<file path="src/rtl/jtframe_sdram_arb.sv">
// jtframe_sdram_arb
// Shares one SDRAM bank port among CH requesters (channel 0 is the game).
// Arbitration is either fixed priority (lowest index wins) or round-robin,
// and a per-channel mask blocks new grants to a locked channel.
// Optional feature macro: JTFRAME_SDRAM_ARB_TIMEOUT_EN adds a 10-bit
// watchdog that drops a stuck transaction back to IDLE and raises a
// sticky err flag.
module jtframe_sdram_arb #(
    parameter int AW = 22,
    parameter int CH = 2,
    parameter int RR = 0,
    localparam int OW = (CH > 1) ? $clog2(CH) : 1
) (
    input  logic             rst,
    input  logic             clk,
    // requester side
    input  logic [CH*AW-1:0] ch_addr,
    input  logic [CH-1:0]    ch_rd,
    input  logic [CH-1:0]    ch_wr,
    input  logic [CH*16-1:0] ch_din,
    input  logic [CH*2-1:0]  ch_din_m,
    input  logic [CH-1:0]    ch_mask,
    output logic [CH-1:0]    ch_ack,
    output logic [CH-1:0]    ch_dst,
    output logic [CH-1:0]    ch_rdy,
    output logic [15:0]      dout,
    // SDRAM controller bank side
    output logic [AW-1:0]    ba_addr,
    output logic             ba_rd,
    output logic             ba_wr,
    output logic [15:0]      ba_din,
    output logic [1:0]       ba_din_m,
    input  logic             ba_ack,
    input  logic             ba_dst,
    input  logic             ba_rdy,
    input  logic [15:0]      data_read,
    // status
    output logic [OW-1:0]    owner,
    output logic             busy,
    output logic             err
);

    localparam logic [1:0] ST_IDLE = 2'd0;
    localparam logic [1:0] ST_REQ  = 2'd1;
    localparam logic [1:0] ST_WAIT = 2'd2;

    logic [1:0]    state_q, state_d;
    logic [OW-1:0] owner_q, owner_d;
    logic [OW-1:0] ptr_q, ptr_d;
    logic [CH-1:0] eligible;
    logic          any_elig;
    logic [OW-1:0] winner;
    logic [OW-1:0] winner_next;
    int            rr_idx;
    logic          own_rd, own_wr;

    assign eligible = (ch_rd | ch_wr) & ~ch_mask;
    assign any_elig = |eligible;
    assign own_rd   = ch_rd[owner_q];
    assign own_wr   = ch_wr[owner_q];

    // Winner pick: walk candidates from last to first priority so the
    // highest-priority eligible channel is the final assignment.
    // NOTE: every variable written in a combinational block gets a default
    // first, so no path leaves it holding its old value (no latch).
    always_comb begin
        winner = '0;
        rr_idx = 0;
        for (int k = CH - 1; k >= 0; k--) begin
            if (RR != 0) begin
                rr_idx = (int'(ptr_q) + k) % CH;
            end else begin
                rr_idx = k;
            end
            if (eligible[rr_idx]) begin
                winner = OW'(rr_idx);
            end
        end
    end

    // Round-robin pointer moves just past the winner, wrapping to 0.
    assign winner_next = (int'(winner) == CH - 1) ? '0 : winner + 1'b1;

`ifdef JTFRAME_SDRAM_ARB_TIMEOUT_EN
    logic [9:0] cnt_q, cnt_d;
    logic       err_q, err_d;
    logic       expired;

    assign expired = (state_q != ST_IDLE) && (cnt_q == 10'h3FF);
`endif

    // Next-state, owner and pointer decode.
    always_comb begin
        state_d = state_q;
        owner_d = owner_q;
        ptr_d   = ptr_q;
        case (state_q)
            ST_IDLE: begin
                if (any_elig) begin
                    owner_d = winner;
                    state_d = ST_REQ;
                    if (RR != 0) begin
                        ptr_d = winner_next;
                    end
                end
            end
            ST_REQ: begin
                // an ack wins over a simultaneous abort
                if (ba_ack) begin
                    state_d = ba_rdy ? ST_IDLE : ST_WAIT;
                end else if (!(own_rd || own_wr)) begin
                    state_d = ST_IDLE;
                end
            end
            ST_WAIT: begin
                if (ba_rdy) begin
                    state_d = ST_IDLE;
                end
            end
            default: state_d = ST_IDLE;
        endcase
`ifdef JTFRAME_SDRAM_ARB_TIMEOUT_EN
        if (expired) begin
            state_d = ST_IDLE;
        end
`endif
    end

    // Arbiter state registers.
    // NOTE: sequential state uses non-blocking assignments so every register
    // samples the pre-edge values, independent of statement order.
    always_ff @(posedge clk or posedge rst) begin
        if (rst) begin
            state_q <= ST_IDLE;
            owner_q <= '0;
            ptr_q   <= '0;
        end else begin
            state_q <= state_d;
            owner_q <= owner_d;
            ptr_q   <= ptr_d;
        end
    end

`ifdef JTFRAME_SDRAM_ARB_TIMEOUT_EN
    // Watchdog counts while a transaction is open and clears back in IDLE.
    always_comb begin
        cnt_d = '0;
        err_d = err_q | expired;
        if (state_d != ST_IDLE && state_q != ST_IDLE) begin
            cnt_d = cnt_q + 10'd1;
        end
    end

    // Watchdog counter and sticky error flag.
    always_ff @(posedge clk or posedge rst) begin
        if (rst) begin
            cnt_q <= '0;
            err_q <= 1'b0;
        end else begin
            cnt_q <= cnt_d;
            err_q <= err_d;
        end
    end

    assign err = err_q;
`else
    assign err = 1'b0;
`endif

    assign busy     = (state_q != ST_IDLE);
    assign owner    = owner_q;
    assign dout     = data_read;

    // Bank port always carries the owner's slice; only the strobes are gated.
    assign ba_rd    = (state_q == ST_REQ) & own_rd;
    assign ba_wr    = (state_q == ST_REQ) & own_wr;
    assign ba_addr  = ch_addr[int'(owner_q)*AW +: AW];
    assign ba_din   = ch_din[int'(owner_q)*16 +: 16];
    assign ba_din_m = ch_din_m[int'(owner_q)*2 +: 2];

    // Route bank strobes back to the owning channel only.
    always_comb begin
        ch_ack = '0;
        ch_dst = '0;
        ch_rdy = '0;
        for (int i = 0; i < CH; i++) begin
            if (int'(owner_q) == i) begin
                ch_ack[i] = ba_ack & (state_q == ST_REQ);
                ch_dst[i] = ba_dst & busy;
                ch_rdy[i] = ba_rdy & busy;
            end
        end
    end

endmodule

</file>
<file path="config.mk">
export PLATFORM = sky130hd
export DESIGN_NAME = jtframe_sdram_arb
export DESIGN_NICKNAME = d
export VERILOG_FILES = /design/src/rtl/jtframe_sdram_arb.sv
export SDC_FILE = /design/constraint.sdc
export NUM_CORES = 1
export LEC_CHECK = 0
export BUFFER_PORTS_ARGS = -buffer_cell sky130_fd_sc_hd__buf_2
export CAP_MARGIN = 0
export CORE_AREA = 2 2 67 69
export CTS_BUF_LIST = sky130_fd_sc_hd__clkbuf_4
export DETAILED_ROUTE_END_ITERATION = 7
export DIE_AREA = 0 0 69 71
export PLACE_DENSITY = 0.7
export SYNTH_ARGS = -nofsm -noshare
export SYNTH_HDL_FRONTEND = slang
export SYNTH_SLANG_ARGS = --single-unit
export TNS_END_PERCENT = 50
</file>
<file path="constraint.sdc">
create_clock -name clk -period 1.2 [get_ports clk]
set_input_delay 0.12 -clock clk [delete_from_list [all_inputs] [get_ports clk]]
set_output_delay 0.12 -clock clk [all_outputs]
set_load 0.01 [all_outputs]
</file>
# After elaboration in Yosys (flattened, before gate mapping)

Index checks and enable logic that the tools add are counted.

Word-level logic and storage cells: 44
Input bits: 107
Flip-flop bits (word level): 3

Bitwise gates (word level): 8
Equal/unequal tests: 5
$lt $le $gt $ge: 1
Multiplexer cells: 18
Shifts and indexed selects: 3
Multipliers: 1
Reductions and logical operators: 6

Operators by type and width:

| operator                                           | number |
|---|---|
| indexed part select 44 x 7 -> 22 bit               | 1 |
| indexed part select 32 x 6 -> 16 bit               | 1 |
| two-way mux 1 bit                                  | 12 |
| two-way mux 2 bit                                  | 5 |
| one-hot mux 2 bit (3 select lines)                 | 1 |
| AND 1 bit                                          | 5 |
| multiplier 1 x 4 -> 5 bit, second input constant   | 1 |
| != test 2 bit, second input constant               | 2 |
| indexed part select 4 x 3 -> 2 bit                 | 1 |
| != test 3 bit, second input constant               | 1 |
| AND reduction 3 bit                                | 1 |
| AND 2 bit                                          | 1 |
| == test 2 x 1 -> 1 bit, second input constant      | 1 |
| == test 2 bit, second input constant               | 1 |
| zero test 2 bit                                    | 1 |
| < comparator 1 x 2 -> 1 bit, second input constant | 1 |
| inverter 2 bit                                     | 1 |
| OR 2 bit                                           | 1 |
| AND reduction 2 bit                                | 1 |
| nonzero test 2 bit                                 | 1 |
| OR reduction 2 bit                                 | 1 |
| logical OR 1 bit                                   | 1 |

# Longest topological paths before layout

Gate-level depths: netlist of run 1.

Depth after elaboration: 6
Mapped depth: 4

# Worst setup path before layout of run 1

Ideal clock, no wire load.

Path type: flip-flop to output port
From: register owner_q (netlist: owner)
To: output ba_addr[20]
Stages on the path, launching flop included: 4
Arrival time: 1.063 ns
Buffers on the path: 2
Setup slack: 0.017 ns
Cells stage by stage: dfrtp_1 buf_6 buf_2 mux2_2

Cells in the longest elaborated chain, start to end: 2

Ends and longest elaborated chain:

| item                                 | RTL line | source |
|---|---|---|
| from (decl)                          | 48       | `logic [OW-1:0] owner_q, owner_d;` |
| from (signal assigned)               | 139      | `owner_q <= owner_d;` |
| multiplier 1 x 4 -> 5 bit            | 177      | `assign ba_addr = ch_addr[int'(owner_q)*AW +: AW];` |
| indexed part select 44 x 7 -> 22 bit | 177      |  |
| to (decl)                            | 28       | `output logic [AW-1:0] ba_addr,` |

No other way between the ends.

# Worst setup path after layout of run 1

From: register owner_q (netlist: owner)
To: output ba_din[3]

Cells in the longest elaborated chain, start to end: 1

Ends and longest elaborated chain:

| item                                 | RTL line | source |
|---|---|---|
| indexed part select 32 x 6 -> 16 bit | 178      | `assign ba_din = ch_din[int'(owner_q)*16 +: 16];` |
| to (decl)                            | 31       | `output logic [15:0] ba_din,` |

No other way between the ends.

==> results of run 1 <==
cell usage after synthesis:
library cell	number	area, um^2
buf_6	2	22.5
mux2i_1	2	20.0
and3_1	3	18.8
nand2b_1	2	12.5
conb_1	1	3.75
inv_1	2	7.51
nor3_1	2	10.0
nor2b_1	1	6.26
a21o_1	1	7.51
o22ai_1	1	6.26
mux2_2	40	450
buf_2	1	5.00
o32a_1	1	10.0
nor2_1	6	22.5
dfrtp_1	3	75.1
nand2_1	1	3.75
a21oi_1	1	5.00
a2111oi_2	1	15.0
buf_4	20	150
nor3b_1	2	15.0
per-layer routing:
metal	vias up	global-route usage, %	routed length, um
met5	-	0	0
met4	0	2.83	22
met3	2	5.13	365
met2	73	21.3	1680
met1	487	12.0	1130
li1	564	-	-
worst max-delay path by stage:
stage                     startpoint           to
after detailed placement       owner   ba_addr[5]
after floorplan                owner  ba_addr[20]
after CTS                      owner   ba_addr[5]
final                          owner    ba_din[3]
after global placement         owner   ba_addr[5]
after global routing           owner   ba_addr[5]
power groups by stage:
stage,clock [mW],combinational [mW],sequential (mW)
final,0.209,2.51,0.210
after global routing,0.228,2.69,0.218
after CTS,0.217,2.38,0.209
after detailed placement,0,2.26,0.206
after global placement,0,2.24,0.202
after floorplan,0,1.54,0.180
timing repair:
action / 4_1_cts / 5_1_grt
setup endpoints to repair: 48 / 48
resized for setup: 10 / 14
pin swaps: 2 / 1
hold buffers: 1 / 0
gates cloned: 0 / 0
endpoints found under the hold margin: 3 / 0
state kept, by name, summed over array words and instances, names as in the netlist:
register	flops
state_q	2
owner	1
kinds of logic after synthesis:
logic type             count (synthesis)  share of synthesized area [%]
buffers and inverters                 25                           21.4
other                                  1                          0.432
and+or+nand+nor                       17                           10.2
AOI/OAI and AO/OA                      5                           5.05
muxes                                 42                           54.3
DFF                                    3                           8.66
layout make-up:
type / count / area, um^2 / area share, %
flip-flops and latches: 3 / 76.3 / 4.59
repair buffers: 145 / 828 / 49.8
multi-input cells: 65 / 654 / 39.4
inverters: 2 / 7.51 / 0.452
clock buffers: 4 / 30.0 / 1.81
well taps: 52 / 65.1 / 3.92
==> impl_metrics.env, run 1 <==
export IMPL_status="complete, but fails checks"
export IMPL_violations="negative setup slack"
export IMPL_critPathKind="flop to output port"
export IMPL_clock_path_buffers=2
export IMPL_wirelength_um=3200
export IMPL_drt_iter0_drc=8
export IMPL_maxClockFrequency_ghz=0.674
export IMPL_antennaDiodeCount=0
export IMPL_grt_overflow_total=0
export IMPL_synth_nets=200
export IMPL_crit_chain="buf_12, mux2_2, buf_2"
export IMPL_placement_cell_area_um2=1510
export IMPL_grt_pass1_vias=1129
export IMPL_gp_congestion=0.693
export IMPL_path_clk_slew_ns=0.04
export IMPL_cts_tree="done"
export IMPL_swShare_pct=41.2
export IMPL_numClockSinks=3
export IMPL_vias=1126
export IMPL_p_total_mw=2.93
export IMPL_slew_viol_final=0
export IMPL_antenna_found_initial=0
export IMPL_required_ns=1.08
export IMPL_place_inst=266
export IMPL_drive_gt1_share_pct=88.6
export IMPL_leakage_nw=0.947
export IMPL_final_net_count=327
export IMPL_coreArea_um2=4200
export IMPL_clock_power_share_pct=7.1
export IMPL_timing_rr_end="state_q[0]"
export IMPL_min_path_cells=2
export IMPL_postLayoutCoreUtil_pct=39.5
export IMPL_synth_warnings=0
export IMPL_htree_levels=1
export IMPL_drtAntennaViolNets=0
export IMPL_finalCriticalPeriod_ns=1.48
export IMPL_power_frac_seq_pct=7.2
export IMPL_synth_yosys_seq_area_share_pct=8.66
export IMPL_mostFrequentLayoutCell="buf_2"
export IMPL_dp_hpwl_um=2600
export IMPL_ff2ff_setup_slack_ns=0.07
export IMPL_finClkSkew_ns=0.00706
export IMPL_slowest_stage="dfrtp_2"
export IMPL_reg2reg_depth=3
export IMPL_die_h_um=71
export IMPL_maxCapViolCount=0
export IMPL_worstHoldStart="ba_rdy"
export IMPL_clockRootBuffer="clkbuf_4"
export IMPL_die_area_um2=4900
export IMPL_initial_core_util_pct=20.6
export IMPL_final_cell_mix="buf_2 (130), mux2_2 (30), mux2_4 (10), buf_6 (10), nor2_1 (5)"
export IMPL_crit_path_max_fanout=22
export IMPL_grt_max_degree=24
export IMPL_final_setup_tns_ns=-10.80
export IMPL_dieWidth_um=69
export IMPL_hold_path_class="input pin to flop"
export IMPL_grt_pass1_wl_um=4770
export IMPL_powerDensity_nw_per_um2=1760
export IMPL_wl_per_cell_um=11.8
export IMPL_netlist_area_um2=867
export IMPL_period_share_pct=124
export IMPL_final_cells=271
export IMPL_track_usage_pct=11.5
export IMPL_slowest_delay_ns=0.42
export IMPL_portBuffers=140
export IMPL_final_setup_viol_count=48
export IMPL_dr_pass1_iters=4
export IMPL_pwr_share_comb_pct=85.7
export IMPL_worstPathArrival_ns=1.36
export IMPL_power_switching_mw=1.21
export IMPL_ys_types=20
export IMPL_syn_inst=93
export IMPL_drc=0
export IMPL_dp_worst_setup_slack_ns=-0.0252
export IMPL_rows=24
export IMPL_clk_latency_ns=0.24
export IMPL_setup_ws_ns=-0.284
export IMPL_finalHoldViolations=0
export IMPL_hold_end="state_q[1]"
export IMPL_peakVddDrop_mv=1.47
export IMPL_fin_hold_ws_ns=0.0493
export IMPL_postSynthAreaPerCell_um2=9.32
export IMPL_endpoint_kind="output port"
export IMPL_fin_area_um2=1660
export IMPL_ys_ff_latch=3
export IMPL_crit_cells=3
export IMPL_fillers=441
export IMPL_r2r_start="owner"
export IMPL_cts_setup_buffers=0
export IMPL_cts_buffers=3
export IMPL_crit_family="flip-flops"
export IMPL_post_drt_via_cell_ratio=4.15
export IMPL_rsz0062_at_grt="yes"
export IMPL_intPower_mw=1.73
export IMPL_start_kind="flop"
export IMPL_area_growth_synth_to_final_pct=91.6
export IMPL_boundaryPins=174
export IMPL_path_buf_inv=2
No activity file was read; power rests on OpenSTA's default activity.
==> run 2: changes to the inputs <==
- CTS_BUF_LIST: sky130_fd_sc_hd__clkbuf_4 -> sky130_fd_sc_hd__clkbuf_8
==> run 2 against run 1 <==
The flow still finishes with violations (negative setup slack); core utilization increased by 0.63 points; worst setup slack gained 0.024 ns; power rose by 3.4%; clock skew is 0.0020 ns lower; largest power group unchanged.
==> impl_metrics.env, run 2 (same netlist as run 1, synthesis figures left out) <==
export IMPL_antennaDiodeCount=0
export IMPL_path_clk_slew_ns=0.04
export IMPL_setup_ws_ns=-0.259
export IMPL_wl_per_cell_um=11.8
export IMPL_final_setup_tns_ns=-9.55
export IMPL_pwr_share_comb_pct=83.5
export IMPL_reg2reg_depth=3
export IMPL_die_area_um2=4900
export IMPL_slowest_delay_ns=0.42
export IMPL_final_net_count=327
export IMPL_critPathKind="flop to output port"
export IMPL_drtAntennaViolNets=0
export IMPL_boundaryPins=174
export IMPL_largest_reg_flops=2
export IMPL_cts_tree="done"
export IMPL_finalCriticalPeriod_ns=1.46
export IMPL_coreArea_um2=4200
export IMPL_status="complete, but fails checks"
export IMPL_final_cells=271
export IMPL_maxCapViolCount=0
export IMPL_clockRootBuffer="clkbuf_8"
export IMPL_endpoint_kind="output port"
export IMPL_powerDensity_nw_per_um2=1800
export IMPL_grt_pass1_vias=1129
export IMPL_crit_chain="buf_12, mux2_2, buf_2"
export IMPL_gp_congestion=0.693
export IMPL_track_usage_pct=11.3
export IMPL_area_growth_synth_to_final_pct=94.7
export IMPL_drt_iter0_drc=8
export IMPL_vias=1129
export IMPL_min_path_cells=2
export IMPL_slew_viol_final=0
export IMPL_cts_buffers=3
export IMPL_intPower_mw=1.81
export IMPL_peakVddDrop_mv=1.17
export IMPL_wirelength_um=3200
export IMPL_mostFrequentLayoutCell="buf_2"
export IMPL_post_drt_via_cell_ratio=4.17
export IMPL_fin_hold_ws_ns=0.0738
export IMPL_grt_pass1_wl_um=4750
export IMPL_power_switching_mw=1.22
export IMPL_dp_hpwl_um=2600
export IMPL_period_share_pct=122
export IMPL_fillers=436
export IMPL_portBuffers=140
export IMPL_rsz0062_at_grt="yes"
export IMPL_swShare_pct=40.2
export IMPL_clock_power_share_pct=9.6
export IMPL_clock_path_buffers=2
export IMPL_finalHoldViolations=0
export IMPL_final_cell_mix="buf_2 (129), mux2_2 (30), buf_6 (11)"
export IMPL_top_register="state_q"
export IMPL_power_frac_seq_pct=6.9
export IMPL_dieWidth_um=69
export IMPL_crit_path_max_fanout=22
export IMPL_required_ns=1.08
export IMPL_drive_gt1_share_pct=88.6
export IMPL_numClockSinks=3
export IMPL_grt_max_degree=24
export IMPL_hold_path_class="input pin to flop"
export IMPL_htree_levels=1
export IMPL_rows=24
export IMPL_initial_core_util_pct=20.6
export IMPL_drc=0
export IMPL_worstPathArrival_ns=1.34
export IMPL_leakage_nw=0.955
export IMPL_final_setup_viol_count=48
export IMPL_place_inst=266
export IMPL_grt_overflow_total=0
export IMPL_maxClockFrequency_ghz=0.685
export IMPL_die_h_um=71
export IMPL_start_kind="flop"
export IMPL_finClkSkew_ns=0.00504
export IMPL_dr_pass1_iters=4
export IMPL_dp_worst_setup_slack_ns=-0.0252
export IMPL_violations="negative setup slack"
export IMPL_antenna_found_initial=0
export IMPL_slowest_stage="dfrtp_2"
export IMPL_clk_latency_ns=0.22
[run 2: cell count changes in the layout (fill, tap and decap cells not counted)]
cell and delta:
clkbuf_4 -4, clkbuf_8 +3, and3_1 -1, and3_4 +1, buf_2 -1, buf_6 +1, inv_1 +1
[run 2: metrics by stage]
stage / util [%] / power, mW / cell area, um^2
after floorplan: - / 1.72 / 867
after global placement: 36.0 / 2.44 / 1510
after detailed placement: 36.0 / 2.47 / 1510
after CTS: 38.6 / 2.90 / 1620
after global routing: 40.1 / 3.23 / 1690
final: 40.1 / 3.03 / 1690
[run 2: power by group through the flow]
stage	clock (mW)	combinational (mW)	sequential, mW
final	0.290	2.53	0.210
after global routing	0.300	2.71	0.218
after CTS	0.296	2.40	0.209
after detailed placement	0	2.26	0.206
after global placement	0	2.24	0.202
after floorplan	0	1.54	0.180
[run 2: layer usage]
layer  part of all wire, %  wire length, um  GRT usage (%)
met1                    35             1130           12.0
met2                    52             1670           21.4
met3                    11              360           4.27
met4                   1.2               39           2.18
met5                     0                0              0
[run 2: repair_timing]
item | in CTS | in global routing
gates resized for setup | 12 | 14
hold buffers | 1 | 0
pin swaps | 3 | 0
endpoints found under the hold margin | 3 | 0
buffers inserted | 0 | 0
endpoints found under the setup margin | 48 | 48
[run 2: cell type report]
class                   instances  area [um^2]  share of cell area, %
multi-input cells              65          659                   39.1
clock inverters                 1         3.75                  0.222
clock buffers                   3         41.3                   2.45
well taps                      52         65.1                   3.85
flip-flops and latches          3         76.3                   4.52
repair buffers                145          835                   49.4
inverters                       2         7.51                  0.445
[run 2: path summary, 6_finish.rpt]
kind,from,to,slack (ns)
setup / recovery,owner,ba_din[3],-0.26
hold / removal,ba_rdy,state_q[1],0.07
setup reg to reg,owner,state_q[0],0.08
hold reg to reg,state_q[1],state_q[1],0.59
max in group asynchronous,rst,owner,0.75
min in group asynchronous,rst,state_q[1],0.30
[run 2: worst max-delay path: cells and delay by family (launching register included)]
kind | cells | cell delay, ns
muxes | 1 | 0.36
DFF | 1 | 0.42
buffers and inverters | 2 | 0.34
